$ cat src/rtl/pipeline_pkg.sv
// Shared pipeline definitions: fetch FSM states and the canonical bubble word.
package pipeline_pkg;

  typedef enum logic [1:0] {
    ST_RUN   = 2'd0,
    ST_DRAIN = 2'd1,
    ST_HALT  = 2'd2
  } fetch_state_e;

  // addi x0,x0,0 -- architecturally a no-op, used for every bubble.
  localparam logic [31:0] NOP_INSTR = 32'h0000_0013;

  // An all-zero word is treated as the end-of-program marker.
  function automatic logic is_halt_word(input logic [31:0] word);
    return (word == 32'h0000_0000);
  endfunction

endpackage

$ cat src/rtl/if_id_reg.sv
// IF/ID pipeline register: flush beats load, load beats hold.
module if_id_reg #(
  parameter int          XLEN      = 64,
  parameter logic [31:0] NOP_INSTR = pipeline_pkg::NOP_INSTR
) (
  input  logic            clk,
  input  logic            reset,
  input  logic            load,
  input  logic            flush,
  input  logic [XLEN-1:0] pc_in,
  input  logic [31:0]     instr_in,
  output logic [XLEN-1:0] pc_out,
  output logic [31:0]     instr_out,
  output logic            valid_out
);

  logic [XLEN-1:0] pc_p0;
  logic [31:0]     instr_p0;
  logic            vld_p0;

  // Stage IF -> ID: a flush turns the slot into a bubble but keeps the last PC.
  always_ff @(posedge clk) begin
    if (reset) begin
      pc_p0    <= '0;
      instr_p0 <= NOP_INSTR;
      vld_p0   <= 1'b0;
    end else if (flush) begin
      instr_p0 <= NOP_INSTR;
      vld_p0   <= 1'b0;
    end else if (load) begin
      pc_p0    <= pc_in;
      instr_p0 <= instr_in;
      vld_p0   <= 1'b1;
    end
  end

  assign pc_out    = pc_p0;
  assign instr_out = instr_p0;
  assign valid_out = vld_p0;

endmodule

$ cat src/rtl/instr_fetch_stage.sv
// Instruction fetch stage: PC sequencing, branch redirect, zero-word halt with
// a drain window that lets an older in-flight branch still redirect fetch.
module instr_fetch_stage #(
  parameter int          XLEN         = 64,
  parameter int          DRAIN_CYCLES = 3,
  parameter logic [31:0] NOP_INSTR    = pipeline_pkg::NOP_INSTR
) (
  input  logic            clk,
  input  logic            reset,
  input  logic            pc_write,
  input  logic            IF_ID_write,
  input  logic            branch_taken,
  input  logic [XLEN-1:0] branch_target,
  input  logic [31:0]     imem_rdata,
  output logic [XLEN-1:0] imem_addr,
  output logic [XLEN-1:0] pc_out,
  output logic [31:0]     instr,
  output logic [XLEN-1:0] IF_ID_pc_out,
  output logic [31:0]     instr_IF_ID,
  output logic            if_id_valid,
  output logic            halted,
  output logic [31:0]     fetch_count
);

  import pipeline_pkg::*;

  localparam int CNT_W = (DRAIN_CYCLES < 2) ? 1 : $clog2(DRAIN_CYCLES + 1);

  fetch_state_e    state, state_nx;
  logic [XLEN-1:0] pc, pc_nx;
  logic [CNT_W-1:0] drain_cnt, cnt_nx;
  logic [31:0]     fetch_cnt, fcnt_nx;
  logic            ifid_load, ifid_flush;

  // Next-state, next-PC and IF/ID control; HALT ignores everything but reset.
  always_comb begin
    state_nx   = state;
    pc_nx      = pc;
    cnt_nx     = drain_cnt;
    fcnt_nx    = fetch_cnt;
    ifid_load  = 1'b0;
    ifid_flush = 1'b0;
    if (state != ST_HALT && branch_taken) begin
      state_nx   = ST_RUN;
      pc_nx      = branch_target;
      cnt_nx     = '0;
      ifid_flush = 1'b1;
    end else begin
      case (state)
        ST_RUN: begin
          // A stalled zero word is re-examined once the stall lifts.
          if (pc_write && is_halt_word(imem_rdata)) begin
            state_nx   = ST_DRAIN;
            cnt_nx     = CNT_W'(DRAIN_CYCLES);
            ifid_flush = IF_ID_write;
          end else begin
            if (pc_write) pc_nx = pc + XLEN'(4);
            if (IF_ID_write) begin
              ifid_load = 1'b1;
              fcnt_nx   = fetch_cnt + 32'd1;
            end
          end
        end
        ST_DRAIN: begin
          ifid_flush = IF_ID_write;
          if (drain_cnt <= CNT_W'(1)) begin
            state_nx = ST_HALT;
            cnt_nx   = '0;
          end else begin
            cnt_nx = drain_cnt - CNT_W'(1);
          end
        end
        ST_HALT: ifid_flush = 1'b1;
        default: state_nx = ST_RUN;
      endcase
    end
  end

  // State, PC and counter registers with synchronous reset.
  always_ff @(posedge clk) begin
    if (reset) begin
      state     <= ST_RUN;
      pc        <= '0;
      drain_cnt <= '0;
      fetch_cnt <= '0;
    end else begin
      state     <= state_nx;
      pc        <= pc_nx;
      drain_cnt <= cnt_nx;
      fetch_cnt <= fcnt_nx;
    end
  end

  if_id_reg #(
    .XLEN      (XLEN),
    .NOP_INSTR (NOP_INSTR)
  ) u_if_id (
    .clk       (clk),
    .reset     (reset),
    .load      (ifid_load),
    .flush     (ifid_flush),
    .pc_in     (pc),
    .instr_in  (imem_rdata),
    .pc_out    (IF_ID_pc_out),
    .instr_out (instr_IF_ID),
    .valid_out (if_id_valid)
  );

  assign imem_addr   = pc;
  assign pc_out      = pc;
  assign instr       = (state == ST_RUN) ? imem_rdata : NOP_INSTR;
  assign halted      = (state == ST_HALT);
  assign fetch_count = fetch_cnt;

endmodule

$ cat config.mk
export PLATFORM = sky130hd
export DESIGN_NAME = instr_fetch_stage
export DESIGN_NICKNAME = d
export VERILOG_FILES = /design/src/rtl/pipeline_pkg.sv /design/src/rtl/if_id_reg.sv /design/src/rtl/instr_fetch_stage.sv
export SDC_FILE = /design/constraint.sdc
export NUM_CORES = 1
export LEC_CHECK = 0
export ABC_AREA = 0
export CORE_ASPECT_RATIO = 1.4
export CORE_MARGIN = 5
export CORE_UTILIZATION = 40
export DETAILED_ROUTE_END_ITERATION = 8
export GPL_TIMING_DRIVEN = 0
export PLACE_DENSITY = 0.77
export SLEW_MARGIN = 20
export SYNTH_ARGS = -nofsm -noshare
export SYNTH_HDL_FRONTEND = slang
export SYNTH_SLANG_ARGS = --single-unit
$ cat constraint.sdc
create_clock -name clk -period 4.8 [get_ports clk]
set_input_delay 0.96 -clock clk [delete_from_list [all_inputs] [get_ports clk]]
set_output_delay 0.96 -clock clk [all_outputs]
set_load 0.01 [all_outputs]
* Word level (Yosys, flattened, before mapping)
Index checks and enable logic that the tools add are counted.
** Storage, ports and cells
- Input bits :: 101
- Output and inout bits :: 290
- Bits in latches :: 0
- Logic and storage cells :: 53
- Bits in writable memories :: 0
- Memories :: 0
- Flip-flop bits (word level) :: 197
- ROM bits :: 0
** Operators by class
- Shift-type cells :: 0
- Multiplexer cells :: 18
- $add $sub $neg :: 3
- Divide/modulo/power cells :: 0
- Bitwise gates (word level) :: 4
- Eq/ne operators :: 6
- Reduce and logical (&&, ||, !) cells :: 14
- Multipliers :: 0
- Magnitude comparators :: 1
** Operators by type and width (count)
- $mux W64 :: 4
- $add A64 B3 Y64 const B :: 1
- $add A32 B1 Y32 const B :: 1
- $logic_not A32 Y1 :: 1
- $mux W32 :: 1
- $mux W2 :: 4
- $ne A2 B2 Y1 const B :: 4
- $mux W1 :: 6
- $pmux W2 S3 :: 1
- $reduce_and A3 Y1 :: 2
- $reduce_bool A2 Y1 :: 3
- $not A1 Y1 :: 4
- $pmux W2 S2 :: 1
- $reduce_and A2 Y1 :: 2
- $reduce_and A4 Y1 :: 1
- $reduce_or A2 Y1 :: 2
- $pmux W1 S3 :: 1
- $eq A2 B1 Y1 const B :: 1
- $eq A2 B2 Y1 const B :: 1
- $le A2 B1 Y1 const B :: 1
- $logic_and A1 B1 Y1 :: 2
- $logic_not A2 Y1 :: 1
- $sub A2 B1 Y2 const B :: 1

* Depth between registers and ports, before layout
- Word-level depth :: 7
- Mapped depth :: 9
- Depth with buffers taken out :: 7

* By module
Synthesis repeated with hierarchy kept, for this count alone.
** Unflattened totals
- Cell total of the unflattened synthesis :: 1194
- Area total of the unflattened synthesis :: 10408.7 µm²
** By module, submodules not included
- instr_fetch_stage :: times used 1, area an instance 6207.2 µm², cells each 794, sequential area each 2001.9 µm²
- if_id_reg :: times used 1, area an instance 4201.5 µm², cells each 400, sequential area each 1941.9 µm²

* Least setup slack after synthesis
Ideal clock, no wire load.
- Kind :: input port to flip-flop
- Start point :: input port imem_rdata[31]
- End point :: register u_if_id.pc_p0[30], in the netlist u_if_id.pc_out[30]
- Data required time :: 4729 ps
- Cell stages on the path :: 9
- Arrival time :: 2758 ps
- Slack :: 1972 ps
- Buffers on the path :: 3
- Setup time :: 71 ps
- Cells stage by stage :: nor4b_1 nand4_1 or4_1 clkbuf_1 nand2_1 buf_4 buf_2 nand2_1 a21oi_1
** On the way
- Word-level cells in the longest chain between the ends :: 7
- Elaborated cells on any way between the ends :: 10
- Those cells by class :: mux: 6; bitwise: 1; reduce/logical: 3
** RTL lines
- start, declared :: line instr_fetch_stage.sv:14 : input logic [31:0] imem_rdata,
- $logic_not A32 Y1 * :: line pipeline_pkg.sv:15 : return (word == 32'h0000_0000);
- $logic_and A1 B1 Y1 * :: line instr_fetch_stage.sv:52 : if (pc_write && is_halt_word(imem_rdata)) begin
- $mux W1 :: line instr_fetch_stage.sv:52
- $pmux W1 S3 :: line instr_fetch_stage.sv:49 : case (state)
- $mux W1 :: line instr_fetch_stage.sv:43 : if (state != ST_HALT && branch_taken) begin
- $not A1 Y1 (no line)
- $reduce_and A2 Y1 (no line) *
- end signal, assigned :: line if_id_reg.sv:31 : pc_p0 <= pc_in;
- end, declared :: line if_id_reg.sv:17 : logic [XLEN-1:0] pc_p0;
Every way passes the cells marked *; elsewhere a longest branch is shown, timed or not.
A chain may end at the register's enable or synchronous reset.

* Worst setup path in the final report
- Start point :: input port imem_rdata[20]
- End point :: register u_if_id.pc_p0[7], in the netlist u_if_id.pc_out[7]
Same word-level chain as after synthesis.

==> flow_summary.ini <==
[status]
outcome = finished clean

[cts]
clock-sinks = 197
clk_latency_ns = 0.44
clock_path_buffers = 2
post_cts_buffers = 0
cts.clk_slew.worst_paths_ns = 0.07
cts_tree = built
cts_max_level = 4
ctsHoldBuffers = 0
post_cts_resize_count = 0
cts_made_buffers = 17
cts_root_buffer = clkbuf_16

[critical_path]
r2r_end = u_if_id.pc_out[7]
critPathMaxFanout = 10
worstPathArrival_ns = 4.82
crit_type = in2reg
crit_end = u_if_id.pc_out[7]
worstSetupEndpointType = register
r2r_start = state[0]
critPathRequiredTime_ns = 5.09
rr_worst_depth = 8
start_kind = primary input
r2r_slack_ns = 1.05
crit_path_start = imem_rdata[20]

[timing]
worstMarginPinSlew_ns = 0.945
hold_viol = 0
finalCritPeriodShare = 0.945
hold_slack_ns = 0.452
rsz0062_at_grt = false
skew_ns = 0.0129
fmax_mhz = 221
drv_slew = 0
fin_crit_ns = 4.53
setup_tns_ns = 0
slew_headroom = 0.364
setup_viol = 0

[synthesis]
yosys.cell_types.count = 57
ys_ff_latch = 197
synth-simple-area-share = 0.296
syn-cell-area_um2 = 9480
yosys_warnings = 0
muxShareOfSynthArea = 0.00343
synth.avg_cell_area_um2 = 7.91
synth_top_family_by_area = simple AND/OR/NAND/NOR gates
synth_cells = 1199
synthXorXnorAreaFrac = 0.0545
yosysSeqAreaShare = 0.416
synth_nets = 1302
ys.flop_type = dfxtp_1
synth_fa_ha_area_frac = 0.00264
async_flop_share = 0
synth_edf_count = 0
synth_compound_area_frac = 0.139

[detailed_routing]
drc = 0
vias_per_cell = 5.31
drt-wirelength-per-cell_um = 19.8
drt_iter0_drc = 664
routed_wl_um = 38100
postRouteAntennaNets = 0
routed-via-count = 10200
first_pass_iters = 5

[place]
dp_hpwl_um = 29500
port_buffers = 390
gp_congestion = 0.897
place_area_um2 = 13800

[layout]
layout-drive-gt1-share = 0.0802
nFillCells = 2074
antenna_cells = 0
fin_area_um2 = 14400
layout-area-overhead-vs-synth_pct = 51.7
final_nets = 1711
final_util = 0.618

[pwr]
cellPowerDensity_nw_per_um2 = 276
leakagePower_nw = 4.93
ir_drop_mv = 0.245

[worst_hold_path]
hold_path_depth = 2
hp-class = reg2reg

[grt]
grt_first_pass_wirelength_um = 57700
grt_pass1_vias = 9961
grt_overflow_total = 0
grt_usage = 0.274
grt_max_degree = 17
antenna_found_initial = 0

[die]
io_pins = 391
die_area_um2 = 26900
die_h_um = 192
rows = 66
start_util = 0.407
core-area_um2 = 23300
die_x_um = 140

[flow_run]
cap_violations = 0
==> registers in the layout, indices dropped and copies added (netlist names) <==
register	cells
fetch_count	32
u_if_id.valid_out	1
drain_cnt	2
imem_addr	64
u_if_id.pc_out	64
u_if_id.instr_out	32
state	2
==> worst min-delay path by stage <==
stage | startpoint | endpoint | slack (ns)
5_1_grt | u_if_id.pc_out[61] | u_if_id.pc_out[61] | 0.47
6_report | u_if_id.instr_out[24] | u_if_id.instr_out[24] | 0.45
3_3_place_gp | u_if_id.instr_out[31] | u_if_id.instr_out[31] | 0.44
4_1_cts | u_if_id.instr_out[10] | u_if_id.instr_out[10] | 0.46
3_5_place_dp | u_if_id.instr_out[10] | u_if_id.instr_out[10] | 0.45
2_1_floorplan | drain_cnt[0] | drain_cnt[0] | 0.46
==> kinds of logic after synthesis <==
kind of cell    after synthesis
simple gates                571
compound gates              216
flops                       197
buf+inv                     151
xor+xnor                     59
mux                           3
fa+ha+maj                     2
==> synthesized netlist by cell type (2+ instances only) <==
master / instances / area share
o21ai_1: 2 / 0.0011
o21ai_0: 23 / 0.012
mux2_2: 2 / 0.0024
nor2b_1: 2 / 0.0013
nand3_1: 23 / 0.012
and4_1: 11 / 0.010
dfxtp_1: 197 / 0.42
nor4_4: 2 / 0.0045
nor2_1: 99 / 0.039
nand2_1: 244 / 0.097
or4_1: 10 / 0.0079
nand2b_1: 3 / 0.0020
xnor2_1: 34 / 0.031
nand4_1: 45 / 0.030
nor4b_1: 3 / 0.0028
nor4_2: 2 / 0.0026
nor3_1: 19 / 0.010
a31o_2: 2 / 0.0018
inv_1: 13 / 0.0051
and3_1: 13 / 0.0086
nor4_1: 19 / 0.013
or3_1: 22 / 0.015
nand3b_1: 4 / 0.0032
a311oi_1: 13 / 0.012
a21oi_1: 112 / 0.059
buf_2: 18 / 0.0095
buf_4: 65 / 0.051
nor3_2: 3 / 0.0032
and2_1: 38 / 0.025
clkbuf_1: 55 / 0.022
a211oi_1: 43 / 0.034
o31ai_1: 8 / 0.0063
xor2_1: 25 / 0.023
ha_1: 2 / 0.0026
==> where the power goes <==
group	leakage (nW)	internal [W]	total (W)	switching [W]
clock	0.295	0.000855	0.00151	0.000655
combinational	3.03	0.000371	0.000664	0.000293
sequential	1.61	0.00170	0.00180	0.000101
==> layout by cell type, fill, tap and decap left out, drive strengths merged, types with 8 or more instances in the layout <==
master / synthesis / final
o31ai: 8 / 8
nor3: 22 / 22
nand3: 24 / 24
or3: 22 / 22
buf: 83 / 83
or4: 10 / 10
inv: 13 / 15
xnor2: 34 / 34
a311oi: 14 / 14
nor2: 99 / 99
a211oi: 43 / 43
a21oi: 112 / 112
and2: 38 / 38
and4: 12 / 12
nand2: 244 / 244
clkbuf: 55 / 77
and3: 13 / 13
nor4: 23 / 23
nand4: 47 / 47
dfxtp: 197 / 197
o21ai: 25 / 25
xor2: 25 / 25
clkdlybuf4s50: 0 / 390
==> cell type report <==
class / count / area [um^2] / share of cell area
sequential: 197 / 3940 / 0.274
inverter: 13 / 48.8 / 0.00339
tap: 306 / 383 / 0.0266
multi-input combinational: 851 / 4710 / 0.328
clock buffer: 22 / 464 / 0.0323
buffer: 138 / 785 / 0.0545
timing repair buffer: 390 / 3900 / 0.271
clock inverter: 10 / 146 / 0.0102
==> critical path: stages <==
cell	delay, ns
clkdlybuf4s50_1	0.51
nor4_1	0.66
nand2_1	0.21
nor4_1	0.81
nor2_1	0.47
clkbuf_1	0.47
clkbuf_1	0.42
nand2_1	0.23
a21oi_1	0.08
==> routing by layer <==
layer,up-vias,part of all wire,global-route usage
li1,4917,-,-
met1,4826,0.39,0.321
met2,418,0.51,0.485
met3,72,0.068,0.0593
met4,0,0.032,0.108
met5,-,0,0
==> metrics by stage <==
step                cells  setup WS [ns]  power (W)
global placement     1895         -0.102    0.00249
finish               1927          0.266    0.00397
global route         1927         0.0519    0.00411
floorplan            1199           1.97    0.00208
detailed placement   1895         -0.157    0.00250
CTS                  1927          0.323    0.00399
No activity file was read; power rests on OpenSTA's default activity.
